## src/rtl/hdu_pkg.sv

```systemverilog
// hdu_pkg: shared entry type, default sizes and stall-cause codes for the
// long-latency hazard scoreboard; supplies width macros when the build lacks them.
`ifndef REG_ADDR_WIDTH
`define REG_ADDR_WIDTH 5
`endif
`ifndef EX_INFO_BUS_WIDTH
`define EX_INFO_BUS_WIDTH 4
`endif
`ifndef EX_INFO_ALU
`define EX_INFO_ALU 4'd1
`endif
`ifndef EX_INFO_BYPASS_BIT
`define EX_INFO_BYPASS_BIT 3
`endif

package hdu_pkg;
    localparam int SCB_DEPTH      = 8;
    localparam int SCB_NUM_COMMIT = 2;

    typedef struct packed {
        logic [`REG_ADDR_WIDTH-1:0]    rd_addr;
        logic [`EX_INFO_BUS_WIDTH-1:0] exu_type;
    } scb_entry_t;

    typedef enum logic [1:0] {
        STALL_NONE,
        STALL_RAW,
        STALL_WAW,
        STALL_FULL
    } stall_cause_e;
endpackage

```

## src/rtl/scb_alloc_enc.sv

```systemverilog
// scb_alloc_enc: lowest-index free entry finder plus popcount of the valid vector.
// Ports: valid_vec in; free_id, free_found, count out.
module scb_alloc_enc
    import hdu_pkg::*;
#(
    parameter int DEPTH = SCB_DEPTH,
    parameter int ID_W  = $clog2(DEPTH)
) (
    input  logic [DEPTH-1:0] valid_vec,
    output logic [ID_W-1:0]  free_id,
    output logic             free_found,
    output logic [ID_W:0]    count
);
    always_comb begin
        free_id    = '0;
        free_found = 1'b0;
        count      = '0;
        // Scan downward so the last hit is the lowest free index.
        for (int i = DEPTH - 1; i >= 0; i--) begin
            if (!valid_vec[i]) begin
                free_id    = ID_W'(i);
                free_found = 1'b1;
            end
            count = count + (ID_W + 1)'(valid_vec[i]);
        end
    end
endmodule

```

## src/rtl/long_inst_scoreboard.sv

```systemverilog
// long_inst_scoreboard: RAW/WAW hazard tracking for long-latency writers with
// commit-ID allocation, multi-port retire and epoch-tagged flush.
// Ports: dispatch (inst_valid_i, rd_*, rs_*, ex_info_i), commit ports,
// flush_i; outputs stall/alloc/ID/epoch/raw hits/occupancy/spurious/counters.
// Optional: SCB_PERF_CNT_EN builds the saturating stall counters.
module long_inst_scoreboard
    import hdu_pkg::*;
#(
    parameter int DEPTH      = SCB_DEPTH,
    parameter int ID_W       = $clog2(DEPTH),
    parameter int NUM_COMMIT = SCB_NUM_COMMIT,
    parameter int NUM_RS     = 3,
    parameter int REG_ADDR_W = `REG_ADDR_WIDTH,
    parameter int EXU_W      = `EX_INFO_BUS_WIDTH
) (
    input  logic                         clk,
    input  logic                         rst,
    input  logic                         inst_valid_i,
    input  logic [REG_ADDR_W-1:0]        rd_addr_i,
    input  logic                         rd_we_i,
    input  logic [NUM_RS*REG_ADDR_W-1:0] rs_addr_i,
    input  logic [NUM_RS-1:0]            rs_re_i,
    input  logic [EXU_W-1:0]             ex_info_i,
    input  logic [NUM_COMMIT-1:0]        commit_valid_i,
    input  logic [NUM_COMMIT*ID_W-1:0]   commit_id_i,
    input  logic [NUM_COMMIT-1:0]        commit_epoch_i,
    input  logic                         flush_i,
    output logic                         hazard_stall_o,
    output logic                         alloc_o,
    output logic [ID_W-1:0]              commit_id_o,
    output logic                         epoch_o,
    output logic [NUM_RS-1:0]            raw_rs_o,
    output logic                         atom_lock_o,
    output logic [ID_W:0]                occupancy_o,
    output logic                         spurious_commit_o,
    output logic [31:0]                  raw_stall_cnt_o,
    output logic [31:0]                  waw_stall_cnt_o,
    output logic [31:0]                  full_stall_cnt_o
);
    scb_entry_t       entries_q [DEPTH];
    logic [DEPTH-1:0] valid_q;
    logic             epoch_q;
    logic             trk_valid_q;
    logic [ID_W-1:0]  trk_id_q;
    logic             spurious_q;

    logic [DEPTH-1:0] retire;
    logic [DEPTH-1:0] live;
    logic [DEPTH-1:0] alloc_vec;
    logic             spurious_d;
    logic             raw_any;
    logic             waw_any;
    logic             full_stall;
    logic             rd_nz;
    logic [ID_W-1:0]  free_id;
    logic             free_found;

    scb_alloc_enc #(
        .DEPTH (DEPTH),
        .ID_W  (ID_W)
    ) u_enc (
        .valid_vec  (valid_q),
        .free_id    (free_id),
        .free_found (free_found),
        .count      (occupancy_o)
    );

    // Commits in a flush cycle are dropped without flagging them.
    always_comb begin
        retire     = '0;
        spurious_d = 1'b0;
        for (int p = 0; p < NUM_COMMIT; p++) begin
            if (commit_valid_i[p] && !flush_i) begin
                if (valid_q[commit_id_i[p*ID_W +: ID_W]] &&
                    commit_epoch_i[p] == epoch_q)
                    retire[commit_id_i[p*ID_W +: ID_W]] = 1'b1;
                else
                    spurious_d = 1'b1;
            end
        end
    end

    assign live  = valid_q & ~retire;
    assign rd_nz = rd_addr_i != '0;

    // The last ALU writer's result is forwarded to bypass-class readers.
    always_comb begin
        raw_rs_o = '0;
        raw_any  = 1'b0;
        waw_any  = 1'b0;
        for (int i = 0; i < DEPTH; i++) begin
            for (int k = 0; k < NUM_RS; k++) begin
                if (live[i] && rs_re_i[k] &&
                    rs_addr_i[k*REG_ADDR_W +: REG_ADDR_W] ==
                    entries_q[i].rd_addr) begin
                    raw_rs_o[k] = 1'b1;
                    if (!(trk_valid_q && trk_id_q == ID_W'(i) &&
                          !ex_info_i[`EX_INFO_BYPASS_BIT]))
                        raw_any = 1'b1;
                end
            end
            if (live[i] && rd_we_i && rd_nz &&
                rd_addr_i == entries_q[i].rd_addr &&
                ex_info_i != entries_q[i].exu_type)
                waw_any = 1'b1;
        end
    end

    assign full_stall = (occupancy_o == (ID_W + 1)'(DEPTH)) &&
                        rd_we_i && rd_nz;

    assign hazard_stall_o = inst_valid_i && !flush_i &&
                            (raw_any || waw_any || full_stall);

    assign alloc_o = inst_valid_i && rd_we_i && rd_nz && free_found &&
                     !hazard_stall_o && !flush_i;

    assign commit_id_o       = alloc_o ? free_id : '0;
    assign alloc_vec         = alloc_o ? (DEPTH'(1) << free_id) : '0;
    assign epoch_o           = epoch_q;
    assign atom_lock_o       = |valid_q;
    assign spurious_commit_o = spurious_q;

    always_ff @(posedge clk) begin
        if (rst) begin
            valid_q     <= '0;
            epoch_q     <= 1'b0;
            trk_valid_q <= 1'b0;
            trk_id_q    <= '0;
            spurious_q  <= 1'b0;
        end else if (flush_i) begin
            valid_q     <= '0;
            epoch_q     <= ~epoch_q;
            trk_valid_q <= 1'b0;
            spurious_q  <= 1'b0;
        end else begin
            valid_q    <= live | alloc_vec;
            spurious_q <= spurious_d;
            if (alloc_o && ex_info_i == `EX_INFO_ALU) begin
                trk_valid_q <= 1'b1;
                trk_id_q    <= free_id;
            end else if (trk_valid_q && retire[trk_id_q]) begin
                trk_valid_q <= 1'b0;
            end
        end
    end

    always_ff @(posedge clk) begin
        if (alloc_o) begin
            entries_q[free_id].rd_addr  <= rd_addr_i;
            entries_q[free_id].exu_type <= ex_info_i;
        end
    end

`ifdef SCB_PERF_CNT_EN
    stall_cause_e cause;
    logic [31:0]  raw_cnt_q;
    logic [31:0]  waw_cnt_q;
    logic [31:0]  full_cnt_q;

    always_comb begin
        cause = STALL_NONE;
        if (hazard_stall_o) begin
            if (raw_any)      cause = STALL_RAW;
            else if (waw_any) cause = STALL_WAW;
            else              cause = STALL_FULL;
        end
    end

    always_ff @(posedge clk) begin
        if (rst) begin
            raw_cnt_q  <= '0;
            waw_cnt_q  <= '0;
            full_cnt_q <= '0;
        end else begin
            if (cause == STALL_RAW && raw_cnt_q != '1)
                raw_cnt_q <= raw_cnt_q + 32'd1;
            if (cause == STALL_WAW && waw_cnt_q != '1)
                waw_cnt_q <= waw_cnt_q + 32'd1;
            if (cause == STALL_FULL && full_cnt_q != '1)
                full_cnt_q <= full_cnt_q + 32'd1;
        end
    end

    assign raw_stall_cnt_o  = raw_cnt_q;
    assign waw_stall_cnt_o  = waw_cnt_q;
    assign full_stall_cnt_o = full_cnt_q;
`else
    assign raw_stall_cnt_o  = '0;
    assign waw_stall_cnt_o  = '0;
    assign full_stall_cnt_o = '0;
`endif
endmodule

```

## config.mk

```make
export PLATFORM = sky130hd
export DESIGN_NAME = long_inst_scoreboard
export DESIGN_NICKNAME = d
export VERILOG_FILES = /design/src/rtl/hdu_pkg.sv /design/src/rtl/scb_alloc_enc.sv /design/src/rtl/long_inst_scoreboard.sv
export SDC_FILE = /design/constraint.sdc
export NUM_CORES = 1
export LEC_CHECK = 0
export ABC_AREA = 1
export CORE_MARGIN = 8
export CORE_UTILIZATION = 50
export DETAILED_ROUTE_END_ITERATION = 10
export PLACE_DENSITY = 0.87
export SLEW_MARGIN = 20
export SYNTH_ARGS = -nofsm -noshare
export SYNTH_HDL_FRONTEND = slang
export SYNTH_SLANG_ARGS = --single-unit
```

## constraint.sdc

```tcl
create_clock -name clk -period 6 [get_ports clk]
set_clock_uncertainty 0.15 [all_clocks]
set_input_delay 0.9 -clock clk [delete_from_list [all_inputs] [get_ports clk]]
set_output_delay 0.9 -clock clk [all_outputs]
set_load 0.02 [all_outputs]
```

==> results of run 1 <==
## cell families (layout without fill, tap and decap cells)
| kind of cell | count (synthesis) | after routing | synth area share |
|---|---|---|---|
| XOR/XNOR | 68 | 68 | 0.0840 |
| AND/OR/NAND/NOR | 416 | 416 | 0.251 |
| adder cells (fa/ha/maj) | 9 | 9 | 0.0196 |
| other | 1 | 96 | 0.000516 |
| flip-flops | 86 | 86 | 0.336 |
| buffers and inverters | 237 | 195 | 0.177 |
| AO/OA/AOI/OAI | 160 | 160 | 0.132 |
## layout make-up
class / instances / area, µm² / area share
repair buffers: 69 / 661 / 0.0830
inverters: 110 / 413 / 0.0519
well taps: 184 / 230 / 0.0289
flip-flops and latches: 86 / 2440 / 0.307
multi-input cells: 749 / 3900 / 0.490
clock buffers: 9 / 225 / 0.0283
clock inverters: 7 / 87.6 / 0.0110
## cells in the final DEF (no fill, tap or decap), types with 3 or more instances in the layout
cell type | Yosys | final
a21oi_1 | 36 | 36
a221oi_1 | 4 | 4
and3_1 | 6 | 6
buf_4 | 97 | 13
clkbuf_16 | 0 | 9
clkdlybuf4s50_1 | 0 | 55
clkinv_1 | 3 | 3
conb_1 | 1 | 96
dfxtp_1 | 14 | 12
edfxtp_1 | 72 | 72
fa_1 | 4 | 4
ha_1 | 5 | 5
inv_1 | 90 | 90
inv_2 | 17 | 17
inv_8 | 0 | 3
nand2_1 | 188 | 188
nand3_1 | 39 | 39
nand3_2 | 4 | 4
nand3b_1 | 3 | 3
nand4_1 | 40 | 40
nor2_1 | 114 | 114
nor3_1 | 8 | 8
nor4_1 | 7 | 7
o211ai_1 | 6 | 6
o21ai_0 | 36 | 36
o221ai_1 | 8 | 8
o22ai_1 | 63 | 63
xnor2_1 | 33 | 33
xor2_1 | 33 | 33
## flip-flops by register name (all words and copies together) (netlist names)
signal and flops:
trk_valid_q 1, valid_q 8, entries_q 72, trk_id_q 3
epoch_o 1, spurious_commit_o 1
## stage by stage
step / area (µm²) / hold WS [ns] / instances / setup slack (ns)
finish: 7960 / 0.392 / 1214 / 0.324
global route: 7960 / 0.411 / 1214 / 0.0751
CTS: 7960 / 0.387 / 1214 / 0.167
detailed placement: 7630 / 0.379 / 1196 / 0.335
global placement: 7630 / 0.372 / 1196 / 0.459
floorplan: 7630 / 0.342 / 1072 / 1.09
## power groups by stage
| stage | sequential, mW | clock, mW | combinational (mW) |
|---|---|---|---|
| floorplan | 0.667 | 0 | 0.214 |
| global placement | 0.667 | 0 | 0.243 |
| detailed placement | 0.667 | 0 | 0.246 |
| CTS | 0.654 | 0.585 | 0.247 |
| global route | 0.654 | 0.606 | 0.273 |
| finish | 0.654 | 0.577 | 0.255 |
## critical path, delay by kind of cell (launching register included)
kind	cells	cell delay [ns]
adder cells (fa/ha/maj)	5	2.31
buffers and inverters	6	0.94
flip-flops	1	0.41
AND/OR/NAND/NOR	7	0.62
## path summary, 6_finish.rpt
| path | endpoint | depth (start not counted) | slack (ns) |
|---|---|---|---|
| setup / recovery | alloc_o | 18 | 0.32 |
| hold reg to reg | trk_valid_q | 2 | 0.39 |
| hold / removal | trk_valid_q | 2 | 0.39 |
| setup reg to reg | entries_q[7][5] | 18 | 1.13 |
## layer usage
layer  GRT usage  up-vias  share of wire
met2       0.361      479           0.43
met3      0.0529       61           0.13
met4       0.109        0          0.034
li1            -     3213              -
met5           0        -              0
met1       0.335     3169           0.41
## timing repair
action	4_1_cts	5_1_grt
endpoints found under the setup margin	1	5
gates resized for setup	1	2
endpoints found under the hold margin	0	0
gates cloned	0	0
setup buffers	2	0
pin swaps	1	0
==> summary.txt, run 1 <==
Final setup fails: 0
Final #Nets: 1,076
Max_cap viols: 0
FFs w/ async S/R, synth: 0
CP max stage cell: clkdlybuf4s50_1
Vias/cell: 5.70
Slowest stage delay, CP: 0.59 ns
Clock Power Share: 0.388
Top cell type's share of synthesized area: 0.297
Ports: 153
Clk Latency, worst-skew pair: 0.35 ns
Initial antenna violation count: 0
Clk sinks: 86
Placer Congestion: 1.03
Fin. Hold Viols: 0
Tcrit/Tclk final: 0.946
Main area contributors after synthesis: edfxtp_1, buf_4, nand2_1, nor2_1, o22ai_1
CTS clk-pin slew, worst paths: 0.07 ns
Post-Syn Area per Cell: 7.44 µm²
Crit end category: primary output
TritonRoute pass-1 iters: 6
Run status: finished clean
Global-route wire length before repair: 35,100 µm
P_int: 1.06 mW
Slew Limit Fails: 0
RSZ-0062 raised after global routing: false
Crit path kind: register to primary output
Ant. Diodes: 0
Required time worst endpoint: 4.95 ns
Ys Warns: 0
Pleak: 3.40 nW
Pin count of the biggest net entering global routing: 20
Commonest cells in the synthesized netlist: nand2_1, nor2_1, buf_4
Crit path time final: 5.68 ns
Fill count: 1,330
Die Y: 137 µm
Yosys reg bits: 86
Vias in the first global route: 6,169
Hold bufs inserted after CTS: 0
Worst Path Arrival: 4.63 ns
Switching share of power: 0.288
Clock Path Buffers: 2
Worst hold path type: register to register
Combinational share of power: 0.171
Dominant cell type by area after synthesis: edfxtp_1
TritonCTS Buffers: 9
Die extent in x: 137 µm
Max Freq: 0.176 GHz
Seq/Total Area, Yosys: 0.336
Port Buffer Count: 56
Main synth FF type: edfxtp_1
Worst slew pin tran: 0.856 ns
Switch Pwr: 427 µW
CTS tree: built
Global route overflow: 0
# DRC: 0
Setup TNS: 0 ns
Distinct cells, synth: 40
Seq pwr share: 0.440
Count leader, synth: nand2_1
Drt total wl: 23,500 µm
Worst vdd ir: 0.219 mV
Vias: 6,922
Worst Setup Start Kind: register
Reg-to-reg critical path startpoint: valid_q[6]
Placement Rows: 44
Power Density: 187 mW/mm²
Routed Antenna Nets: 0
Initial Utilization: 0.506
Total global-route track usage: 0.244
Root Buffer: clkbuf_16
Cells after synthesis: 977
Share of layout cells above drive strength 1: 0.0583
Fin util: 0.554
Layout area overhead: 9.46%
Post-Synthesis Cell Area: 0.00727 mm²
EDFF count, synth: 72
Crit path from: valid_q[6]
Min-delay src: trk_valid_q
WL/cell: 19.3 µm
Hpwl dp: 17,800 µm
CP max FO: 9
Area of the die: 0.0187 mm²
Final Power: 1.49 mW
CTS HTree Levels: 3
Relative slew slack: 0.428
Initial DRC count: 1,054
CP Cell Sequence: inv_1, ha_1, inv_1, fa_1, fa_1, inv_1, fa_1, fa_1, nor3b_1, nand2_1, nand2_1, inv_1, nand3_1, nand2_1, nand3_2, nor2_4, buf_4, clkdlybuf4s50_1
Core area: 0.0144 mm²
No activity file was read; power rests on OpenSTA's default activity.
==> inputs of run 2 (changes only) <==
--- a/config.mk
+++ b/config.mk
@@ -5,10 +5,10 @@
 export SDC_FILE = /design/constraint.sdc
 export NUM_CORES = 1
 export LEC_CHECK = 0
-export ABC_AREA = 1
 export CORE_MARGIN = 8
 export CORE_UTILIZATION = 50
 export DETAILED_ROUTE_END_ITERATION = 10
+export HOLD_SLACK_MARGIN = 0.06
 export PLACE_DENSITY = 0.87
 export SLEW_MARGIN = 20
 export SYNTH_ARGS = -nofsm -noshare
==> run 2 against run 1 <==
Against the previous run:
- synthesized area decreased by 2.5%
- total power fell by 6.1%
- count of clock-buffer cells in the layout rose by 1
- synthesized cell count down 27%
- wire length is 23% lower
- design area shrank 3.4%
- non-clock buffer count is 5 higher
- largest power group unchanged
- highest routed layer unchanged
==> summary.txt, run 2 <==
Run status: finished clean
GR Layer Usage met2: 0.310 (-0.0510)
Worst hold path type: register to register
Pleak: 2.92 nW (-14%)
Post-Synthesis Cell Area: 0.00709 mm² (-2.5%)
Most frequent CP cell: fa_1
Die extent in x: 135 µm (-1.1%)
Global route overflow: 0 (unchanged)
Clock Path Buffers: 2 (unchanged)
Post-Syn Area per Cell: 9.96 µm² (+34%)
Max Freq: 0.175 GHz (-0.95%)
Min-delay src: trk_valid_q
Yosys reg bits: 86 (unchanged)
Hold bufs inserted after CTS: 0 (unchanged)
CTS tree: built
Hpwl dp: 14,100 µm (-21%)
Vias/cell: 5.62 (-1.4%)
Clk sinks: 86 (unchanged)
Final #Nets: 806 (-25%)
Final worst slack: 0.270 ns (-0.0541 ns)
GRT busiest layer: met2
WL/cell: 19.2 µm (-0.66%)
Vias: 5,287 (-24%)
Worst vdd ir: 0.261 mV (+19%)
Crit end category: primary output
Vias in the first global route: 5,150 (-17%)
Power Density: 181 mW/mm² (-2.8%)
Hold Path Sink: trk_valid_q
CP Cell Sequence: inv_1, ha_1, inv_1, fa_1, fa_1, inv_1, fa_1, fa_1, nor2_1, nand3_1, nand3_1, nor3_2, nand3_2, nor2_1, clkdlybuf4s50_1
EDFF count, synth: 72 (unchanged)
Reg2reg path depth: 16 (-2)
CP max FO: 7 (-2)
CTS clk-pin slew, worst paths: 0.06 ns (about the same)
TritonRoute pass-1 iters: 5 (-1)
Root Buffer: clkbuf_16
Main synth FF type: edfxtp_1
Commonest cells in the synthesized netlist: xor2_1, buf_4, edfxtp_1
Post-placement cell count: 924 (-23%)
Setup TNS: 0 ns (unchanged)
Postcts setup bufs: 0 (-2)
Count leader, synth: xor2_1
Pin count of the biggest net entering global routing: 18 (-10%)
Initial antenna violation count: 0 (unchanged)
Most frequent cells in the layout: xor2_1, conb_1, edfxtp_1, clkdlybuf4s50_1, xnor2_1
CP max stage cell: clkdlybuf4s50_1
Ant. Diodes: 0 (unchanged)
Placer Congestion: 0.916 (-11%)
Routed Antenna Nets: 0 (unchanged)
TritonCTS Buffers: 9 (unchanged)
Dominant cell type by area after synthesis: edfxtp_1
FFs w/ async S/R, synth: 0 (unchanged)
Setup WS pre-CTS: 0.609 ns (+0.274 ns)
WHS Path Cells: 2 (unchanged)
Initial DRC count: 609 (-42%)
Placement Cell Area: 0.00742 mm² (-2.7%)
Cells after synthesis: 712 (-27%)
Total global-route track usage: 0.192 (-0.0525)
Met3 Use GR: 0.0364 (-0.0165)
Ys Warns: 0 (unchanged)
Main area contributors after synthesis: edfxtp_1, xor2_1, buf_4, xnor2_1, dfxtp_1
Seq/Total Area, Yosys: 0.345 (+0.00860)
Clk Latency, worst-skew pair: 0.34 ns (about the same)
Final setup fails: 0 (unchanged)
Hold slack: 0.384 ns (-0.00791 ns)
Fill count: 1,176 (-12%)
Worst Path Arrival: 4.68 ns (+0.05 ns)
Distinct cells, synth: 65 (+63%)
Tcrit/Tclk final: 0.955 (+0.00902)
Port Buffer Count: 56 (unchanged)
RSZ-0062 raised after global routing: false
Relative slew slack: 0.462 (+0.0339)
# DRC: 0 (unchanged)
Worst R2R Setup Slack: 1.24 ns (+0.11 ns)
FF-to-FF End: entries_q[6][6]
Layout area overhead: 8.47%
Met1 Use GR: 0.237 (-0.0985)
Post-route insts no fill: 940 (-23%)
Slowest stage delay, CP: 0.62 ns (+0.03 ns)
CTS HTree Levels: 3 (unchanged)
Core area: 0.0139 mm² (-3.4%)
Fin. Hold Viols: 0 (unchanged)
Most flops, register: entries_q
Crit path kind: register to primary output
Top cell type's share of synthesized area: 0.305 (+0.00761)
Share of layout cells above drive strength 1: 0.0724 (+0.0141)
Crit path time final: 5.73 ns (+0.0541 ns)
Required time worst endpoint: 4.95 ns (about the same)
Initial Utilization: 0.511 (+0.00472)
Die Y: 135 µm (-1.1%)
Ports: 153 (unchanged)
Commonest non-fill, non-tap cell in the layout: xor2_1
Area of the die: 0.0182 mm² (-2.2%)
Leading registers by flop count: entries_q: 72 flops, valid_q: 8 flops, trk_id_q: 3 flops
Drt total wl: 18,000 µm (-23%)
Global-route wire length before repair: 27,400 µm (-22%)
Placement Rows: 43 (-2.3%)
Max reg flops: 72 (unchanged)
Worst Setup Start Kind: register
Post_cts resized: 0 (-1)
Reg-to-reg critical path startpoint: valid_q[6]
Slew Limit Fails: 0 (unchanged)
Worst slew pin tran: 0.805 ns (-0.0506 ns)
Max_cap viols: 0 (unchanged)
Post-Layout Inst Area: 0.00769 mm² (-3.4%)
## run 2: changes by cell type in the layout (fill, tap and decap cells not counted), moves of 10 or more
| cell | before | now |
|---|---|---|
| inv_2 | 17 | 0 |
| nand4_1 | 40 | 12 |
| a21oi_1 | 36 | 8 |
| nand2_1 | 188 | 25 |
| nor2_1 | 114 | 24 |
| nand3_1 | 39 | 16 |
| inv_1 | 90 | 14 |
| nor4_1 | 7 | 39 |
| o22ai_1 | 63 | 6 |
| o21ai_0 | 36 | 6 |
| xnor2_1 | 33 | 43 |
| and3_1 | 6 | 26 |
| xor2_1 | 33 | 151 |
## run 2: worst max-delay path, delay by kind of cell (launching register included)
family,cells,cell delay (ns)
fa+ha+maj,5,2.31
simple gates,6,0.82
buf+inv,4,0.81
flops,1,0.40
## run 2: cell type report
| cell class | count | area [µm²] | area share |
|---|---|---|---|
| multi-input combinational | 570 | 4000 | 0.520 |
| sequential | 86 | 2440 | 0.318 |
| timing repair buffer | 74 | 696 | 0.0905 |
| clock buffer | 10 | 229 | 0.0298 |
| tap | 180 | 225 | 0.0293 |
| inverter | 14 | 52.6 | 0.00683 |
| clock inverter | 6 | 43.8 | 0.00569 |
## run 2: per-stage QoR
stage,util,power (mW)
after floorplan,-,0.880
after global placement,0.534,0.890
after detailed placement,0.534,0.895
after CTS,0.554,1.40
after global routing,0.554,1.44
final,0.554,1.40
## run 2: kinds of logic after synthesis
kind of cell / after synthesis / synth area share
AOI/OAI and AO/OA: 69 / 0.0784
DFF: 86 / 0.345
buffers and inverters: 151 / 0.141
adders and majority gates: 9 / 0.0201
xor gates and xnor gates: 196 / 0.244
other: 1 / 0.000529
and+or+nand+nor: 192 / 0.157
muxes: 8 / 0.0138
## run 2: power breakdown
part / total (mW) / switching [mW] / leakage (nW) / internal [mW]
clock: 0.508 / 0.225 / 0.134 / 0.283
sequential: 0.655 / 0.00478 / 0.762 / 0.650
combinational: 0.233 / 0.155 / 2.03 / 0.0773
## run 2: worst max-delay path by stage
stage / to / slack (ns) / cells after the start / startpoint
after floorplan: commit_id_o[0] / 1.06 / 15 / valid_q[6]
after global placement: commit_id_o[2] / 0.68 / 15 / valid_q[6]
after detailed placement: commit_id_o[0] / 0.61 / 15 / valid_q[6]
after CTS: commit_id_o[0] / 0.22 / 15 / valid_q[6]
after global routing: commit_id_o[0] / 0.005 / 15 / valid_q[6]
final: commit_id_o[0] / 0.27 / 15 / valid_q[6]
## run 2: per-layer routing
metal,share of wire,up-vias
li1,-,2408
met1,0.40,2491
met2,0.46,334
met3,0.10,54
met4,0.039,0
met5,0,-
==> inputs of run 3 (changes only) <==
--- a/config.mk
+++ b/config.mk
@@ -10,6 +10,7 @@
 export DETAILED_ROUTE_END_ITERATION = 10
 export HOLD_SLACK_MARGIN = 0.06
 export PLACE_DENSITY = 0.87
+export REMOVE_ABC_BUFFERS = 1
 export SLEW_MARGIN = 20
 export SYNTH_ARGS = -nofsm -noshare
 export SYNTH_HDL_FRONTEND = slang
==> run 3 against run 2 <==
Against the previous run:
- worst hold slack got worse by 0.035 ns
- sequential cell count did not move
- critical endpoint is now commit_id_o[2]
- total power rose by 5.0%
- worst setup slack improved by 0.024 ns
- largest power group unchanged
- design area rose by 0.16%
- clock power rose by 14%
==> summary.txt, run 3 (synthesis results as in run 2) <==
Run status: finished clean
Area of the die: 0.0182 mm² (unchanged)
Worst slew pin tran: 0.875 ns (+0.0704 ns)
Vias: 5,375 (+1.7%)
Relative slew slack: 0.415 (-0.0471)
Crit end category: primary output
Final #Nets: 802 (-0.50%)
Most frequent cells in the layout: xor2_1, conb_1, edfxtp_1, clkdlybuf4s50_1, xnor2_1
TritonRoute pass-1 iters: 6 (+1)
Clk sinks: 86 (unchanged)
Clock Path Buffers: 2 (unchanged)
Fin. Hold Viols: 0 (unchanged)
Pleak: 2.92 nW (-0.21%)
Max reg flops: 72 (unchanged)
Placer Congestion: 0.953 (+4.1%)
Layout area overhead: 8.65%
WL/cell: 19.5 µm (+1.4%)
CTS HTree Levels: 3 (unchanged)
Global route overflow: 0 (unchanged)
Max Freq: 0.175 GHz (+0.43%)
Post-route insts no fill: 936 (-0.43%)
Tcrit/Tclk final: 0.951 (-0.00406)
Final Power: 1.47 mW (+5.0%)
Global-route wire length before repair: 27,900 µm (+1.8%)
Final setup fails: 0 (unchanged)
Vias in the first global route: 5,231 (+1.6%)
Max_cap viols: 0 (unchanged)
CP max FO: 5 (-2)
Commonest non-fill, non-tap cell in the layout: xor2_1
Root Buffer: clkbuf_16
Drt total wl: 18,200 µm (+0.99%)
Worst Path Arrival: 4.66 ns (-0.02 ns)
Share of layout cells above drive strength 1: 0.0688 (-0.00359)
Most flops, register: entries_q
Die extent in x: 135 µm (unchanged)
CTS tree: built
Initial antenna violation count: 0 (unchanged)
Placement Rows: 43 (unchanged)
Leading registers by flop count: entries_q: 72 flops, valid_q: 8 flops, trk_id_q: 3 flops
Clk Latency, worst-skew pair: 0.35 ns (about the same)
Slew Limit Fails: 0 (unchanged)
Core area: 0.0139 mm² (unchanged)
# DRC: 0 (unchanged)
Ant. Diodes: 0 (unchanged)
Post_cts resized: 0 (unchanged)
Vias/cell: 5.74 (+2.1%)
Port Buffer Count: 56 (unchanged)
Hold bufs inserted after CTS: 0 (unchanged)
Crit path kind: register to primary output
Routed Antenna Nets: 0 (unchanged)
Pin count of the biggest net entering global routing: 18 (unchanged)
Postcts setup bufs: 0 (unchanged)
RSZ-0062 raised after global routing: false
Initial DRC count: 683 (+12%)
Min-delay src: trk_valid_q
Hpwl dp: 13,900 µm (-1.2%)
CTS clk-pin slew, worst paths: 0.07 ns (about the same)
Required time worst endpoint: 4.95 ns (about the same)
Worst vdd ir: 0.142 mV (-46%)
Total global-route track usage: 0.195 (+0.00278)
Post-placement cell count: 920 (-0.43%)
Hold slack: 0.350 ns (-0.0346 ns)
Power Density: 190 mW/mm² (+4.9%)
Fill count: 1,155 (-1.8%)
Initial Utilization: 0.511 (unchanged)
Crit path time final: 5.71 ns (-0.0244 ns)
Reg-to-reg critical path startpoint: valid_q[6]
Worst hold path type: register to register
Worst Setup Start Kind: register
Fin util: 0.555 (+0.000902)
Ports: 153 (unchanged)
Die Y: 135 µm (unchanged)
Setup TNS: 0 ns (unchanged)
TritonCTS Buffers: 9 (unchanged)
Crit path from: valid_q[6]
-- run 3: cell types whose count changed in the layout (fill, tap and decap cells not counted), sizes merged --
| cell | before | now |
|---|---|---|
| buf | 18 | 14 |
| bufinv | 0 | 1 |
| clkinv | 2 | 1 |
| clkbuf | 10 | 9 |
| clkinvlp | 1 | 2 |
-- run 3: metal layers --
| metal | vias up | global-route usage | wire, µm |
|---|---|---|---|
| li1 | 2402 | - | - |
| met1 | 2521 | 0.243 | 7150 |
| met2 | 381 | 0.312 | 8310 |
| met3 | 71 | 0.0457 | 2110 |
| met4 | 0 | 0.0907 | 655 |
| met5 | - | 0 | 0 |
-- run 3: where the power goes --
part | leakage (nW) | switching, mW | internal, mW | total (mW)
Clock | 0.147 | 0.245 | 0.332 | 0.577
Combinational | 2.01 | 0.158 | 0.0760 | 0.234
Sequential | 0.762 | 0.00467 | 0.650 | 0.654
Total | 2.92 | 0.408 | 1.06 | 1.47
-- run 3: path summary, 6_finish.rpt --
path	to	slack (ns)	cells after the start
hold reg to reg	trk_valid_q	0.35	2
setup reg to reg	entries_q[4][7]	1.25	16
setup / recovery	commit_id_o[2]	0.29	15
hold / removal	trk_valid_q	0.35	2
-- run 3: cell type report --
class,instances,area (µm²),area share
multi-input cells,570,4000,0.519
flip-flops and latches,86,2440,0.317
repair buffers,70,666,0.0864
clock buffers,9,225,0.0292
well taps,180,225,0.0292
clock inverters,7,90.1,0.0117
inverters,14,52.6,0.00682
-- run 3: critical path, cell delays in order, from the launching register on --
cell	delay [ns]
dfxtp_1	0.42
inv_1	0.09
ha_1	0.29
inv_1	0.06
fa_1	0.50
fa_1	0.55
inv_1	0.06
fa_1	0.46
fa_1	0.53
nor2_1	0.06
nand3_1	0.07
nand3_1	0.09
nor3_2	0.20
nand3_2	0.16
nor2_1	0.14
clkdlybuf4s50_1	0.62
-- run 3: stage by stage --
step / area (µm²) / setup slack (ns)
floorplan: 6500 / 0.922
global placement: 7390 / 0.808
detailed placement: 7390 / 0.648
CTS: 7700 / 0.261
global route: 7700 / 0.00830
finish: 7700 / 0.294
